===== config.mk =====
export PLATFORM = sky130hd
export DESIGN_NAME = running_max
export DESIGN_NICKNAME = d
export VERILOG_FILES = /design/src/rtl/sys_defs.sv /design/src/rtl/skid_buffer.sv /design/src/rtl/running_max.sv
export SDC_FILE = /design/constraint.sdc
export NUM_CORES = 1
export LEC_CHECK = 0
export ABC_AREA = 1
export CAP_MARGIN = 5
export CORE_MARGIN = 2
export CORE_UTILIZATION = 51
export DETAILED_ROUTE_END_ITERATION = 6
export GPL_TIMING_DRIVEN = 0
export HOLD_SLACK_MARGIN = 0.08
export PLACE_DENSITY = 0.8
export SETUP_SLACK_MARGIN = 0.5
export SYNTH_ARGS = -nofsm -noshare
export SYNTH_HDL_FRONTEND = slang
export SYNTH_SLANG_ARGS = --single-unit

===== constraint.sdc =====
create_clock -name clock -period 9 [get_ports clock]
set_input_delay 0.9 -clock clock [delete_from_list [all_inputs] [get_ports clock]]
set_output_delay 0.9 -clock clock [all_outputs]
set_load 0.03 [all_outputs]

===== src/rtl/sys_defs.sv =====
// Shared types for the attention datapath: score format, V vector,
// running-max row index and state encoding.
`ifndef MAX_SEQ_LENGTH
`define MAX_SEQ_LENGTH 8
`endif

package sys_defs;

   localparam int ROW_LEN   = `MAX_SEQ_LENGTH;
   localparam int ROW_IDX_W = (ROW_LEN > 1) ? $clog2(ROW_LEN) : 1;
   localparam int V_W       = 32;

   typedef logic signed [7:0]    EXPMUL_DIFF_IN_QT;
   typedef logic [V_W-1:0]       V_VECTOR_T;
   typedef logic [ROW_IDX_W-1:0] ROW_IDX_T;

   typedef enum logic {
      FIRST,
      ACCUM
   } RUNNING_MAX_STATE_T;

   localparam EXPMUL_DIFF_IN_QT Q_MIN = -8'sd128;
   localparam EXPMUL_DIFF_IN_QT Q_MAX = 8'sd127;

   typedef struct packed {
      EXPMUL_DIFF_IN_QT diff_s;
      EXPMUL_DIFF_IN_QT diff_m;
      V_VECTOR_T        v;
      logic             first;
      logic             last;
   } RM_OUT_T;

   function automatic EXPMUL_DIFF_IN_QT sat8(input logic signed [8:0] x);
      if (x < -9'sd128)
         return Q_MIN;
      else if (x > 9'sd127)
         return Q_MAX;
      else
         return x[7:0];
   endfunction

endpackage


===== src/rtl/skid_buffer.sv =====
// Two-entry skid buffer; ready toward the source is a pure register.
// Only built when RUNNING_MAX_SKID_EN is defined.
`ifdef RUNNING_MAX_SKID_EN
module skid_buffer #(
   parameter type T = logic [7:0]
) (
   input  logic clock,
   input  logic reset,
   input  logic in_vld,
   output logic in_rdy,
   input  T     in_data,
   output logic out_vld,
   input  logic out_rdy,
   output T     out_data
);

   T     main_q, main_d;
   T     skid_q, skid_d;
   logic main_vld_q, main_vld_d;
   logic skid_vld_q, skid_vld_d;
   logic rdy_q;
   logic in_fire;

   assign in_fire  = in_vld && rdy_q;
   assign in_rdy   = rdy_q;
   assign out_vld  = main_vld_q;
   assign out_data = main_q;

   // Refill main from skid first so order is kept; park input in skid on stall
   always_comb begin
      main_d     = main_q;
      main_vld_d = main_vld_q;
      skid_d     = skid_q;
      skid_vld_d = skid_vld_q;
      if (!main_vld_q || out_rdy) begin
         if (skid_vld_q) begin
            main_d     = skid_q;
            main_vld_d = 1'b1;
            skid_vld_d = 1'b0;
         end else begin
            main_vld_d = in_fire;
            if (in_fire)
               main_d = in_data;
         end
      end else if (in_fire) begin
         skid_d     = in_data;
         skid_vld_d = 1'b1;
      end
   end

   // Storage and registered ready (open exactly when skid will be empty)
   always_ff @(posedge clock or negedge reset) begin
      if (!reset) begin
         main_q     <= '0;
         skid_q     <= '0;
         main_vld_q <= 1'b0;
         skid_vld_q <= 1'b0;
         rdy_q      <= 1'b0;
      end else begin
         main_q     <= main_d;
         skid_q     <= skid_d;
         main_vld_q <= main_vld_d;
         skid_vld_q <= skid_vld_d;
         rdy_q      <= !skid_vld_d;
      end
   end

endmodule
`endif


===== src/rtl/running_max.sv =====
// Running row maximum for softmax: emits s-m_new and m_old-m_new per score.
// RUNNING_MAX_SKID_EN selects a registered-ready skid output stage.
module running_max
   import sys_defs::*;
(
   input  logic              clock,
   input  logic              reset,
   input  logic              vld_in,
   output logic              rdy_out,
   input  logic signed [7:0] s_in,
   input  logic [V_W-1:0]    v_in,
   input  logic              rdy_in,
   output logic              vld_out,
   output logic signed [7:0] diff_s_out,
   output logic signed [7:0] diff_m_out,
   output logic [V_W-1:0]    v_out,
   output logic              first_out,
   output logic              last_out
);

   RUNNING_MAX_STATE_T state_q, state_d;
   ROW_IDX_T           idx_q, idx_d;
   EXPMUL_DIFF_IN_QT   max_q, max_d;
   EXPMUL_DIFF_IN_QT   m_old, m_new;
   logic signed [8:0]  ds, dm;
   logic               is_first, is_last;
   logic               accept;
   RM_OUT_T            bundle;
   RM_OUT_T            out_b;

   assign accept = vld_in && rdy_out;

   // Max/diff datapath and row state machine next-state
   always_comb begin
      state_d  = state_q;
      idx_d    = idx_q;
      max_d    = max_q;
      is_first = (state_q == FIRST);
      is_last  = (idx_q == ROW_IDX_T'(ROW_LEN - 1));
      m_old    = is_first ? Q_MIN : max_q;
      m_new    = (s_in > m_old) ? s_in : m_old;
      ds       = {s_in[7], s_in} - {m_new[7], m_new};
      dm       = {m_old[7], m_old} - {m_new[7], m_new};
      bundle.diff_s = sat8(ds);
      bundle.diff_m = is_first ? Q_MIN : sat8(dm);
      bundle.v      = v_in;
      bundle.first  = is_first;
      bundle.last   = is_last;
      if (accept) begin
         max_d = m_new;
         if (is_last) begin
            state_d = FIRST;
            idx_d   = '0;
         end else begin
            state_d = ACCUM;
            idx_d   = idx_q + 1'b1;
         end
      end
   end

   // Row state, index and running max registers
   always_ff @(posedge clock or negedge reset) begin
      if (!reset) begin
         state_q <= FIRST;
         idx_q   <= '0;
         max_q   <= Q_MIN;
      end else begin
         state_q <= state_d;
         idx_q   <= idx_d;
         max_q   <= max_d;
      end
   end

`ifdef RUNNING_MAX_SKID_EN
   skid_buffer #(
      .T (RM_OUT_T)
   ) u_skid (
      .clock    (clock),
      .reset    (reset),
      .in_vld   (vld_in),
      .in_rdy   (rdy_out),
      .in_data  (bundle),
      .out_vld  (vld_out),
      .out_rdy  (rdy_in),
      .out_data (out_b)
   );
`else
   RM_OUT_T out_q;
   logic    vld_q;

   assign rdy_out = reset && (!vld_q || rdy_in);
   assign vld_out = vld_q;
   assign out_b   = out_q;

   // Single output register, refilled whenever empty or draining
   always_ff @(posedge clock or negedge reset) begin
      if (!reset) begin
         vld_q <= 1'b0;
         out_q <= '0;
      end else if (rdy_out) begin
         vld_q <= vld_in;
         if (accept)
            out_q <= bundle;
      end
   end
`endif

   assign diff_s_out = out_b.diff_s;
   assign diff_m_out = out_b.diff_m;
   assign v_out      = out_b.v;
   assign first_out  = out_b.first;
   assign last_out   = out_b.last;

endmodule


==> Yosys cells after proc, flatten, opt, wreduce, memory -nomap -nowiden <==
Cells that the tools add are included.
{ "word_totals": {"elab_cells": 33, "input_bits": 44, "ff_bits": 63, "out_inout_bits": 52} }
{ "classes": {"eq_ne": 1, "order_cmp": 5, "n_mux": 9, "reduce_logical": 5, "n_addsub": 3, "bitwise_logic": 1} }
{ "ops": {"columns": ["op", "count"], "rows": [
  ["2-to-1 mux 8 bit", 7],
  ["> comparator 9 x 8 -> 1 bit (second input constant)", 2],
  ["< comparator 9 x 8 -> 1 bit (second input constant)", 2],
  ["subtractor 8 x 8 -> 9 bit", 2],
  ["> comparator 8 bit", 1],
  ["adder 3 x 1 -> 3 bit (second input constant)", 1],
  ["equality test 3 bit (second input constant)", 1],
  ["2-to-1 mux 3 bit", 1],
  ["logical AND 1 bit", 2],
  ["AND reduction 2 bit", 1],
  ["logical NOT 1 bit", 1],
  ["logical OR 1 bit", 1],
  ["2-to-1 mux 1 bit", 1],
  ["inverter 1 bit", 1]
]} }

==> Depth between registers and ports, before layout <==
Gate-level depths: netlist of the first run.
{ "depth": {"word_depth": 8, "ltp_mapped": 32} }

==> Least setup slack after synthesis of the first run <==
OpenSTA, ideal clock, no wires.
{ "synth_path": {"path_type": "input port to flip-flop", "startpoint": "input s_in[7]", "endpoint": "register out_q (netlist bit diff_s_out[0])", "setup_ns": 0.117, "slack_ns": 5.256, "cell_stages": 24, "n_path_buf": 2, "arrival_ns": 3.627, "cell_sequence": "ha_1 a21o_1 nor2_2 nand2_2 nand2_1 nand3_4 buf_6 clkbuf_1 o21ai_0 ha_1 inv_1 ha_1 inv_1 nand2_1 nand3_2 nand2_1 nand3_1 nand3_1 nand2_1 inv_2 nand2_2 nand2_1 nand2_1 nand2_1"} }
{ "synth_via": {"elab_chain_len": 6, "elab_cells_between_ends": 7} }
{ "synth_rtl": {"columns": ["item", "line_no", "text"], "rows": [
  ["start: declaration", "running_max.sv:10", "input logic signed [7:0] s_in,"],
  ["> comparator 8 bit (*)", "running_max.sv:41", "m_new = (s_in > m_old) ? s_in : m_old;"],
  ["2-to-1 mux 8 bit (*)", "running_max.sv:41", null],
  ["net m_new[0]", "running_max.sv:24", "EXPMUL_DIFF_IN_QT m_old, m_new;"],
  ["subtractor 8 x 8 -> 9 bit (*)", "running_max.sv:42", "ds = {s_in[7], s_in} - {m_new[7], m_new};"],
  ["> comparator 9 x 8 -> 1 bit", "sys_defs.sv:36", "else if (x > 9'sd127)"],
  ["2-to-1 mux 8 bit", "sys_defs.sv:36", null],
  ["2-to-1 mux 8 bit (*)", "sys_defs.sv:34", "if (x < -9'sd128)"],
  ["end signal: assignment", "running_max.sv:103", "out_q <= bundle;"],
  ["end: declaration", "running_max.sv:88", "RM_OUT_T out_q;"]
]} }
The timed path passes the listed nets; every way through them passes the cells marked *.
A chain may end at the register's enable or synchronous reset.

==> Final worst setup path of the first run <==
Same ends and word-level chain as after synthesis.

==> results.md, run 1 <==
* Max-capacitance violation count at 0
* Fin. max-slew vios at 0
* Fraction of layout cells with a size suffix above 1 at 8.17%
* Finished Layout Cells at 711
* Post-synth top cells: 239 x nand2_1, 62 x dfrtp_1, 53 x inv_1
* Status: finished clean
* Power Density at 343 nW/um^2
* Initial Util at 52.3%
* RD Place Congestion at 0.873
* Met2 Wirelength at 4260 um
* Core Footprint at 7180 um^2
* Syn_nets at 565
* Post-Syn Instances at 501
* Worst Skew at 0.0118 ns
* Detail Placement HPWL at 6740 um
* Unique masters post-synth at 39
* M1 WL at 3950 um
* Largest net degree at the start of global routing at 65
* DR DRC count at 0
* Sequential area share after synthesis at 42.0%
* Crit. End Element: flop
* Most frequent cell after synthesis: nand2_1
* Total power at 1.72 mW
* Setup_tns at 0 ns
* Crit path kind: primary input to flop
* Clock sink count at 63
* Gr usage total at 23.6%
* Final Critical Period at 4.57 ns
* Tightest Pin Transition at 0.807 ns
* Post-cts sizing count at 0
* Vias/cell at 4.94
* I/O pins at 96
* R2r worst-path depth at 27
* Number of synthesized flops with an enable pin at 0
* FMAX at 219 MHz
* Mapped Avg Cell Area at 7.49 um^2
* Main synth FF type: dfrtp_1
* Top post-synthesis cells by area: dfrtp_1 41%, nand2_1 24%, ha_1 6.7%, inv_1 5.3%, o21ai_0 2.8%
* Die height at 89.8 um
* Crit path DAT at 4.79 ns
* Total clock buffers created by CTS at 9
* ANT nets after route at 0
* CP required at 9.22 ns
* Max-Slew Margin vs Limit at 46.2%
* Setup Buffers After CTS at 0
* Clock buffer depth at 2
* DR WL/cell at 12.7 um
* Final nets at 671
* RSZ-0062 raised after global routing: false
* P&R area growth vs syn at 33.8%
* Die ar. at 8060 um^2
* Grt ovf at 0
* First-pass GRT wire length at 15800 um
* Worst hold path class: flop to flop
* Static Leak at 2.67 nW
* H-tree depth at 3
* Max IR drop VDD at 0.000152 V
* Crit path max fanout at 10
* Warnings, synthesis at 0
* Reg clk slew, reported paths at 0.07 ns
* Area leader, netlist: dfrtp_1
* Clock Latency Late Sink at 0.34 ns
* CTS Hold Buffers Added at 0
* Die X at 89.8 um
* Hold depth at 2
* Vias at 3509
* Starting DRT DRC Count at 219
* Post-Syn Area at 3750 um^2
* Async set-or-reset flop fraction in the synthesized netlist at 100%
* Port buffer count at 95
* Final Hold Vio Count at 0
* Met3 wire length at 667 um
* Placed cell count at 695
* Clk root buf: clkbuf_8
* Antenna violations before repair at 0
* Vias in the first global route at 3526
* Row count at 31
* Fillers at 585
* CTS tree: done
* Drt pass-1 iters at 4
* Final Cycle Share at 50.7%
* Startpoint Class: primary input
* Post-synth top area share at 41.3%
* Ant. Diodes at 0
* Flops & latches, synth at 63
* Setup Viol. Count Final at 0
* Highest routed metal layer: met4
* Total wire length at 9010 um
[stage by stage]
stage	setup slack [ns]	util (%)	instance area, um^2	hold WS (ns)
after CTS	4.46	70.0	5020	0.483
final	4.43	70.0	5020	0.478
after global placement	3.56	67.3	4830	0.461
after detailed placement	4.11	67.3	4830	0.464
after global routing	4.14	70.0	5020	0.511
after floorplan	5.26	-	3750	0.449
[final timing paths]
kind                                       from                   endpoint  slack (ns)
max reg2reg                 state_q$_DFFE_PN0P_  diff_s_out[0]$_DFFE_PN0P_        4.74
max in group asynchronous                 reset  diff_m_out[5]$_DFFE_PN0P_        7.81
max                                     s_in[7]  diff_s_out[0]$_DFFE_PN0P_        4.43
min                        v_out[3]$_DFFE_PN0P_       v_out[3]$_DFFE_PN0P_        0.48
min reg2reg                v_out[3]$_DFFE_PN0P_       v_out[3]$_DFFE_PN0P_        0.48
min in group asynchronous                 reset  diff_s_out[1]$_DFFE_PN0P_        0.61
[registers in the layout, indices dropped and copies added (netlist names)]
name        flops
diff_m_out      8
diff_s_out      8
first_out       1
idx_q           3
last_out        1
max_q           8
state_q         1
v_out          32
vld_out         1
[cell type report]
type / instances / area [um^2] / area share (%)
flip-flops and latches: 63 / 1580 / 31.4
plain buffers: 14 / 61.3 / 1.22
inverters: 54 / 203 / 4.03
clock buffers: 9 / 124 / 2.47
clock inverters: 7 / 73.8 / 1.47
multi-input cells: 370 / 1910 / 38.1
repair buffers: 95 / 948 / 18.9
well taps: 99 / 124 / 2.47
[where the power goes]
part / switching (mW) / total (mW) / leakage (nW) / internal [mW]
clock network: 0.120 / 0.248 / 0.0992 / 0.128
logic: 0.671 / 1.06 / 1.79 / 0.391
registers: 0.0451 / 0.412 / 0.781 / 0.367
[kinds of logic (layout without fill, tap and decap cells)]
logic type               count (synthesis)  after routing  synth area share [%]
AO/OA/AOI/OAI                           41             41                  7.20
XOR/XNOR                                 9              9                  2.10
adder cells (fa/ha/maj)                 20             20                  6.66
buffers and inverters                   68            179                  7.03
flip-flops                              63             63                  42.0
AND/OR/NAND/NOR                        300            300                  35.0
[worst max-delay path: stages]
cell,delay (ns)
clkdlybuf4s50_1,0.46
ha_1,0.39
a21o_1,0.21
nor2_2,0.17
nand2_2,0.08
nand2_1,0.10
nand3_4,0.11
buf_6,0.18
clkbuf_1,0.22
o21ai_0,0.43
ha_1,0.26
inv_1,0.05
ha_1,0.16
inv_1,0.07
nand2_1,0.09
nand3_2,0.08
nand2_1,0.07
nand3_1,0.08
nand3_1,0.07
nand2_1,0.14
inv_2,0.06
nand2_2,0.13
nand2_1,0.07
nand2_1,0.13
nand2_1,0.07
[placed cells by master, fill, tap and decap left out, types with 10 or more instances in the layout]
master	instances
ha_1	20
nand3_1	17
dfrtp_1	62
nand2_2	10
nand2_1	239
inv_1	53
clkdlybuf4s50_1	94
nor2_1	11
clkbuf_1	12
o21ai_0	21
[layer usage]
| metal | vias to the layer above | global-route usage, % |
|---|---|---|
| met1 | 1622 | 29.7 |
| met3 | 11 | 7.63 |
| met4 | 0 | 6.28 |
| met5 | - | 0 |
| met2 | 107 | 39.6 |
| li1 | 1769 | - |
Power figures use the tool's default switching activity.
==> inputs of run 2 (changes only) <==
Settings changed: CORE_UTILIZATION 51 to 50, PLACE_DENSITY 0.8 to 0.78.
Clock period 9 ns to 4.7 ns, I/O delays scaled along.
==> results.md, run 2 (same netlist as run 1, synthesis figures left out) <==
* Status: finished clean
* Detail Placement HPWL at 6750 um (+0.22%)
* Clock Latency Late Sink at 0.34 ns (about the same)
* CTS tree: done
* Final Hold Vio Count at 0 (unchanged)
* Fin. max-slew vios at 0 (unchanged)
* Total wire length at 9240 um (+2.5%)
* Antenna violations before repair at 0 (unchanged)
* Gr usage total at 23.6% (-0.036 points)
* Crit. End Element: flop
* Die height at 90.7 um (+0.95%)
* Die ar. at 8220 um^2 (+1.9%)
* Worst Skew at 0.0102 ns (-0.00162 ns)
* Core Footprint at 7250 um^2 (+1.1%)
* Max reg flops at 32 (unchanged)
* Largest net degree at the start of global routing at 65 (unchanged)
* Clk root buf: clkbuf_8
* Crit path max fanout at 10 (unchanged)
* ANT nets after route at 0 (unchanged)
* Final Core Density at 70.0% (about the same)
* Final Critical Period at 3.87 ns
* Static Leak at 2.69 nW (+0.69%)
* Starting DRT DRC Count at 147 (-33%)
* FMAX at 258 MHz
* Final nets at 671 (unchanged)
* Crit path depth at 27 (+8.0%)
* Vias in the first global route at 3642 (+3.3%)
* Setup_tns at 0 ns (unchanged)
* Final Cycle Share at 82.3%
* Clock buffer depth at 2 (unchanged)
* Total clock buffers created by CTS at 9 (unchanged)
* Crit path kind: flop to flop
* Crit-path slowest cell: ha_2
* Fraction of layout cells with a size suffix above 1 at 8.82% (+0.65 points)
* Clock sink count at 63 (unchanged)
* Grt ovf at 0 (unchanged)
* Die X at 90.7 um (+0.95%)
* Reg clk slew, reported paths at 0.08 ns (about the same)
* Row count at 31 (unchanged)
* RSZ-0062 raised after global routing: false
* Vias at 3494 (-0.43%)
* DR WL/cell at 13.0 um (+2.5%)
* Crit path DAT at 4.10 ns (-0.69 ns)
* H-tree depth at 3 (unchanged)
* Startpoint Class: flop
* Fillers at 626 (+7.0%)
* Initial Util at 51.8% (-0.56 points)
* Buf+Inv Stages, Crit Path at 7 (+1)
* Setup Viol. Count Final at 0 (unchanged)
* Most frequent cells in the layout: 239 x nand2_1, 94 x clkdlybuf4s50_1, 62 x dfrtp_1
* Design area at 5080 um^2 (+1.1%)
* P&R area growth vs syn at 35.3%
* Max IR drop VDD at 0.000289 V (+91%)
* Tightest Pin Transition at 0.783 ns (-0.0239 ns)
* Power Density at 668 nW/um^2 (+95%)
* Commonest non-fill, non-tap cell in the layout: nand2_1
* Slowest stage delay, CP at 0.34 ns (-0.12 ns)
* CP required at 4.93 ns (-4.29 ns)
* DR DRC count at 0 (unchanged)
* I/O pins at 96 (unchanged)
* Placement-stage cell area at 4830 um^2 (unchanged)
* Worst hold path class: primary input to asynchronous set/reset pin
* First-pass GRT wire length at 16000 um (+0.91%)
* Max-Slew Margin vs Limit at 47.8% (+1.6 points)
* R2r worst-path depth at 27 (unchanged)
* Max-capacitance violation count at 0 (unchanged)
* Drt pass-1 iters at 4 (unchanged)
* CP top delay family: simple AND/OR/NAND/NOR gates
* Ant. Diodes at 0 (unchanged)
* Port buffer count at 95 (unchanged)
* Vias/cell at 4.91 (-0.43%)
* RD Place Congestion at 0.855 (-2.0%)
* Critical path's most frequent cell: nand2_1
run 2: through the flow:
stage	hold WS [ns]	setup WS (ns)	instances	power, mW
floorplan	0.174	1.24	501	2.26
global placement	0.461	0.0489	695	2.75
detailed placement	0.464	0.256	695	2.80
CTS	0.228	0.613	711	3.39
global route	0.280	0.501	711	3.70
finish	0.183	0.831	711	3.39
run 2: metal layers:
layer  vias up  GRT usage (%)  share of wire [%]
met5         -              0                  0
met4         0           6.03               0.50
met3         7           7.76                6.7
met2       112           39.7                 47
met1      1605           29.2                 45
li1       1770              -                  -
run 2: final cells by class:
class	count	area, um^2	share of cell area [%]
plain buffers	14	67.6	1.33
clock buffers	9	124	2.44
clock inverters	7	105	2.07
inverters	54	203	3.99
multi-input cells	370	1930	38.0
flip-flops and latches	63	1580	31.1
well taps	99	124	2.44
repair buffers	95	948	18.7
run 2: repair_timing:
| action | CTS | global route |
|---|---|---|
| pin swaps | 0 | 2 |
| buffers inserted | 0 | 0 |
| setup endpoints to repair | 1 | 15 |
| gates resized for setup | 2 | 9 |
| hold buffers | 0 | 0 |
| gates cloned | 0 | 0 |
run 2: where the power goes:
group          internal, mW  switching [mW]
combinational         0.762            1.29
sequential            0.702          0.0865
clock                 0.306           0.244
total                  1.77            1.62
run 2: path summary, 6_finish.rpt:
path | from | to | slack (ns)
worst max-delay path | state_q$_DFFE_PN0P_ | diff_s_out[0]$_DFFE_PN0P_ | 0.83
worst min register to register | diff_m_out[1]$_DFFE_PN0P_ | diff_m_out[1]$_DFFE_PN0P_ | 0.48
worst min-delay path | reset | diff_s_out[1]$_DFFE_PN0P_ | 0.18
min in group clock | diff_m_out[1]$_DFFE_PN0P_ | diff_m_out[1]$_DFFE_PN0P_ | 0.48
max in group asynchronous | reset | diff_m_out[2]$_DFFE_PN0P_ | 3.98
worst max register to register | state_q$_DFFE_PN0P_ | diff_s_out[0]$_DFFE_PN0P_ | 0.83
==> inputs of run 3 (changes only) <==
Settings changed: CORE_UTILIZATION 50 to 45, PLACE_DENSITY 0.78 to 0.74.
Clock period 4.7 ns to 3.44 ns, I/O delays scaled along.
==> results.md, run 3 (same netlist as run 1, synthesis figures left out) <==
* Status: finished clean
* Largest net degree at the start of global routing at 65 (unchanged)
* Buf+Inv Stages, Crit Path at 4 (-3)
* Max-capacitance violation count at 0 (unchanged)
* R2r startpoint: state_q$_DFFE_PN0P_
* Power share of the clock group at 12.5% (-3.7 points)
* Crit path depth at 21 (-22%)
* Tightest Pin Transition at 0.814 ns (+0.0311 ns)
* FMAX at 297 MHz (+15%)
* Worst Skew at 0.0104 ns (+0.000204 ns)
* Flop-to-flop setup slack at 0.08 ns (-0.75 ns)
* Clock buffer depth at 2 (unchanged)
* Vias in the first global route at 3540 (-2.8%)
* Clk root buf: clkbuf_8
* Slowest stage delay, CP at 0.35 ns (about the same)
* Placement-stage cell area at 4950 um^2 (+2.6%)
* Final Hold Vio Count at 0 (unchanged)
* Max IR drop VDD at 0.000381 V (+32%)
* RD Place Congestion at 0.876 (+2.4%)
* Initial Util at 46.2% (-5.6 points)
* Most frequent cells in the layout: 215 x nand2_1, 94 x clkdlybuf4s50_1, 62 x dfrtp_1
* Grt ovf at 0 (unchanged)
* Row count at 33 (+6.5%)
* R2r worst-path depth at 21 (-22%)
* RR Endpoint: diff_s_out[0]$_DFFE_PN0P_
* Clock Latency Late Sink at 0.34 ns (about the same)
* Detail Placement HPWL at 6900 um (+2.2%)
* Reg clk slew, reported paths at 0.08 ns (about the same)
* Starting DRT DRC Count at 175 (+19%)
* Fin. max-slew vios at 0 (unchanged)
* Drt pass-1 iters at 4 (unchanged)
* Total power at 5.28 mW (+56%)
* Worst hold path class: primary input to asynchronous set/reset pin
* Clock sink count at 63 (unchanged)
* First-pass GRT wire length at 16100 um (+0.56%)
* Pint at 2.76 mW (+56%)
* CTS Hold Buffers Added at 0 (unchanged)
* Setup ws final at 0.0772 ns (-0.754 ns)
* Antenna violations before repair at 0 (unchanged)
* Die height at 95.3 um (+5.2%)
* CP required at 3.72 ns (-1.21 ns)
* Design area at 5480 um^2 (+8.0%)
* DR WL/cell at 13.4 um (+3.5%)
* Post-place setup slack at -0.416 ns (-0.672 ns)
* Critical path's most frequent cell: nand2_2
* CP top delay family: compound AO/OA/AOI/OAI gates
* Die ar. at 9090 um^2 (+11%)
* Final Critical Period at 3.36 ns (-0.506 ns)
* Die X at 95.3 um (+5.2%)
* Switch Pwr at 2.52 mW (+55%)
* Total clock buffers created by CTS at 9 (unchanged)
* RSZ-0062 raised after global routing: true
* Setup Viol. Count Final at 0 (unchanged)
* Startpoint Class: flop
* Crit path kind: flop to flop
* DR DRC count at 0 (unchanged)
* Fraction of layout cells with a size suffix above 1 at 18.9% (+10 points)
* Crit path DAT at 3.64 ns (-0.46 ns)
* Commonest non-fill, non-tap cell in the layout: nand2_1
* Total wire length at 9800 um (+6.1%)
* Final hold slack at 0.0771 ns (-0.106 ns)
* Gr usage total at 22.8% (-0.80 points)
* Switching Share at 47.8% (-0.075 points)
* Crit-path slowest cell: dfrtp_1
* I/O pins at 96 (unchanged)
* Sequential share of power at 20.6% (-2.6 points)
* Vias at 3592 (+2.8%)
* Final Cycle Share at 97.8% (+15 points)
* Port buffer count at 95 (unchanged)
* Power Density at 963 nW/um^2 (+44%)
* Crit path cell chain: buf_6 > inv_4 > nor2_4 > ha_4 > a21o_1 > nor2_4 > nand2_2 > nand2_2 > nand3_4 > buf_8 > nand2_1 > o21ai_2 > ha_1 > inv_1 > o21ai_0 > a21oi_1 > nand3_2 > nand2_4 > a21oi_4 > nand2_2 > nand2_2
* Final nets at 683 (+1.8%)
* Part of the power in combinational logic at 66.8% (+6.2 points)
* Vias/cell at 4.93 (+0.27%)
* P&R area growth vs syn at 46.0%
* Core Footprint at 8130 um^2 (+12%)
* Ant. Diodes at 0 (unchanged)
* ANT nets after route at 0 (unchanged)
* CTS tree: done
* Crit path max fanout at 8 (-2)
* H-tree depth at 3 (unchanged)
* Static Leak at 2.80 nW (+4.2%)
* Max reg flops at 32 (unchanged)
* Crit. End Element: flop
* Max-Slew Margin vs Limit at 45.8% (-2.1 points)
-- run 3: changes by cell type in the layout (fill, tap and decap cells not counted), moves of 4 or more --
cell	before	now
ha_1	19	10
buf_4	2	12
inv_1	53	47
ha_4	0	6
nand2_1	239	215
nand2_4	1	8
inv_2	1	5
nand3_1	17	13
nand2_2	10	26
-- run 3: repair_timing --
action,4_1_cts,5_1_grt
setup buffers,10,1
resized for setup,29,24
pin swaps,17,8
endpoints found under the setup margin,16,16
cloned,1,0
-- run 3: worst reg2reg max path, stage by stage, from the launching register on --
cell	delay (ns)
dfrtp_1	0.35
buf_6	0.16
inv_4	0.05
nor2_4	0.15
ha_4	0.23
a21o_1	0.20
nor2_4	0.12
nand2_2	0.08
nand2_2	0.08
nand3_4	0.10
buf_8	0.16
nand2_1	0.07
o21ai_2	0.08
ha_1	0.32
inv_1	0.10
o21ai_0	0.31
a21oi_1	0.15
nand3_2	0.11
nand2_4	0.07
a21oi_4	0.24
nand2_2	0.12
nand2_2	0.06
-- run 3: power groups by stage --
stage / Combinational, mW / Sequential, mW / Clock [mW]
final: 3.53 / 1.09 / 0.662
after floorplan: 1.82 / 1.39 / 0
after CTS: 3.25 / 1.09 / 0.677
after global placement: 2.81 / 1.09 / 0
after global routing: 3.87 / 1.12 / 0.718
after detailed placement: 2.88 / 1.09 / 0
-- run 3: layout make-up --
| class | count | area [um^2] |
|---|---|---|
| Buffer | 14 | 92.6 |
| Clock buffer | 10 | 138 |
| Clock inverter | 6 | 67.6 |
| Fill cell | 663 | 2650 |
| Inverter | 54 | 208 |
| Multi-Input combinational cell | 370 | 2200 |
| Sequential cell | 63 | 1580 |
| Tap cell | 105 | 131 |
| Timing Repair Buffer | 107 | 1060 |
-- run 3: through the flow --
stage	util (%)	TNS, ns	instances
5_1_grt	67.4	-0.968	729
2_1_floorplan	-	0	501
6_report	67.4	0	729
3_3_place_gp	60.9	-76.27	701
3_5_place_dp	60.9	-4.96	701
4_1_cts	66.2	0	728
-- run 3: worst max path at each step --
stage	slack [ns]	to	from
4_1_cts	0.13	diff_s_out[6]$_DFFE_PN0P_	state_q$_DFFE_PN0P_
3_3_place_gp	-1.22	idx_q[1]$_DFFE_PN0P_	reset
2_1_floorplan	0.35	diff_s_out[4]$_DFFE_PN0P_	state_q$_DFFE_PN0P_
3_5_place_dp	-0.42	diff_s_out[0]$_DFFE_PN0P_	s_in[3]
6_report	0.08	diff_s_out[0]$_DFFE_PN0P_	state_q$_DFFE_PN0P_
5_1_grt	-0.09	diff_s_out[5]$_DFFE_PN0P_	state_q$_DFFE_PN0P_
-- run 3: layer usage --
metal	routed length [um]	GRT usage (%)	share of wire, %	vias up
met3	621	5.77	6.3	16
met5	0	0	0	-
met1	4330	28.7	44	1671
li1	-	-	-	1795
met4	127	8.33	1.3	0
met2	4720	37.9	48	110
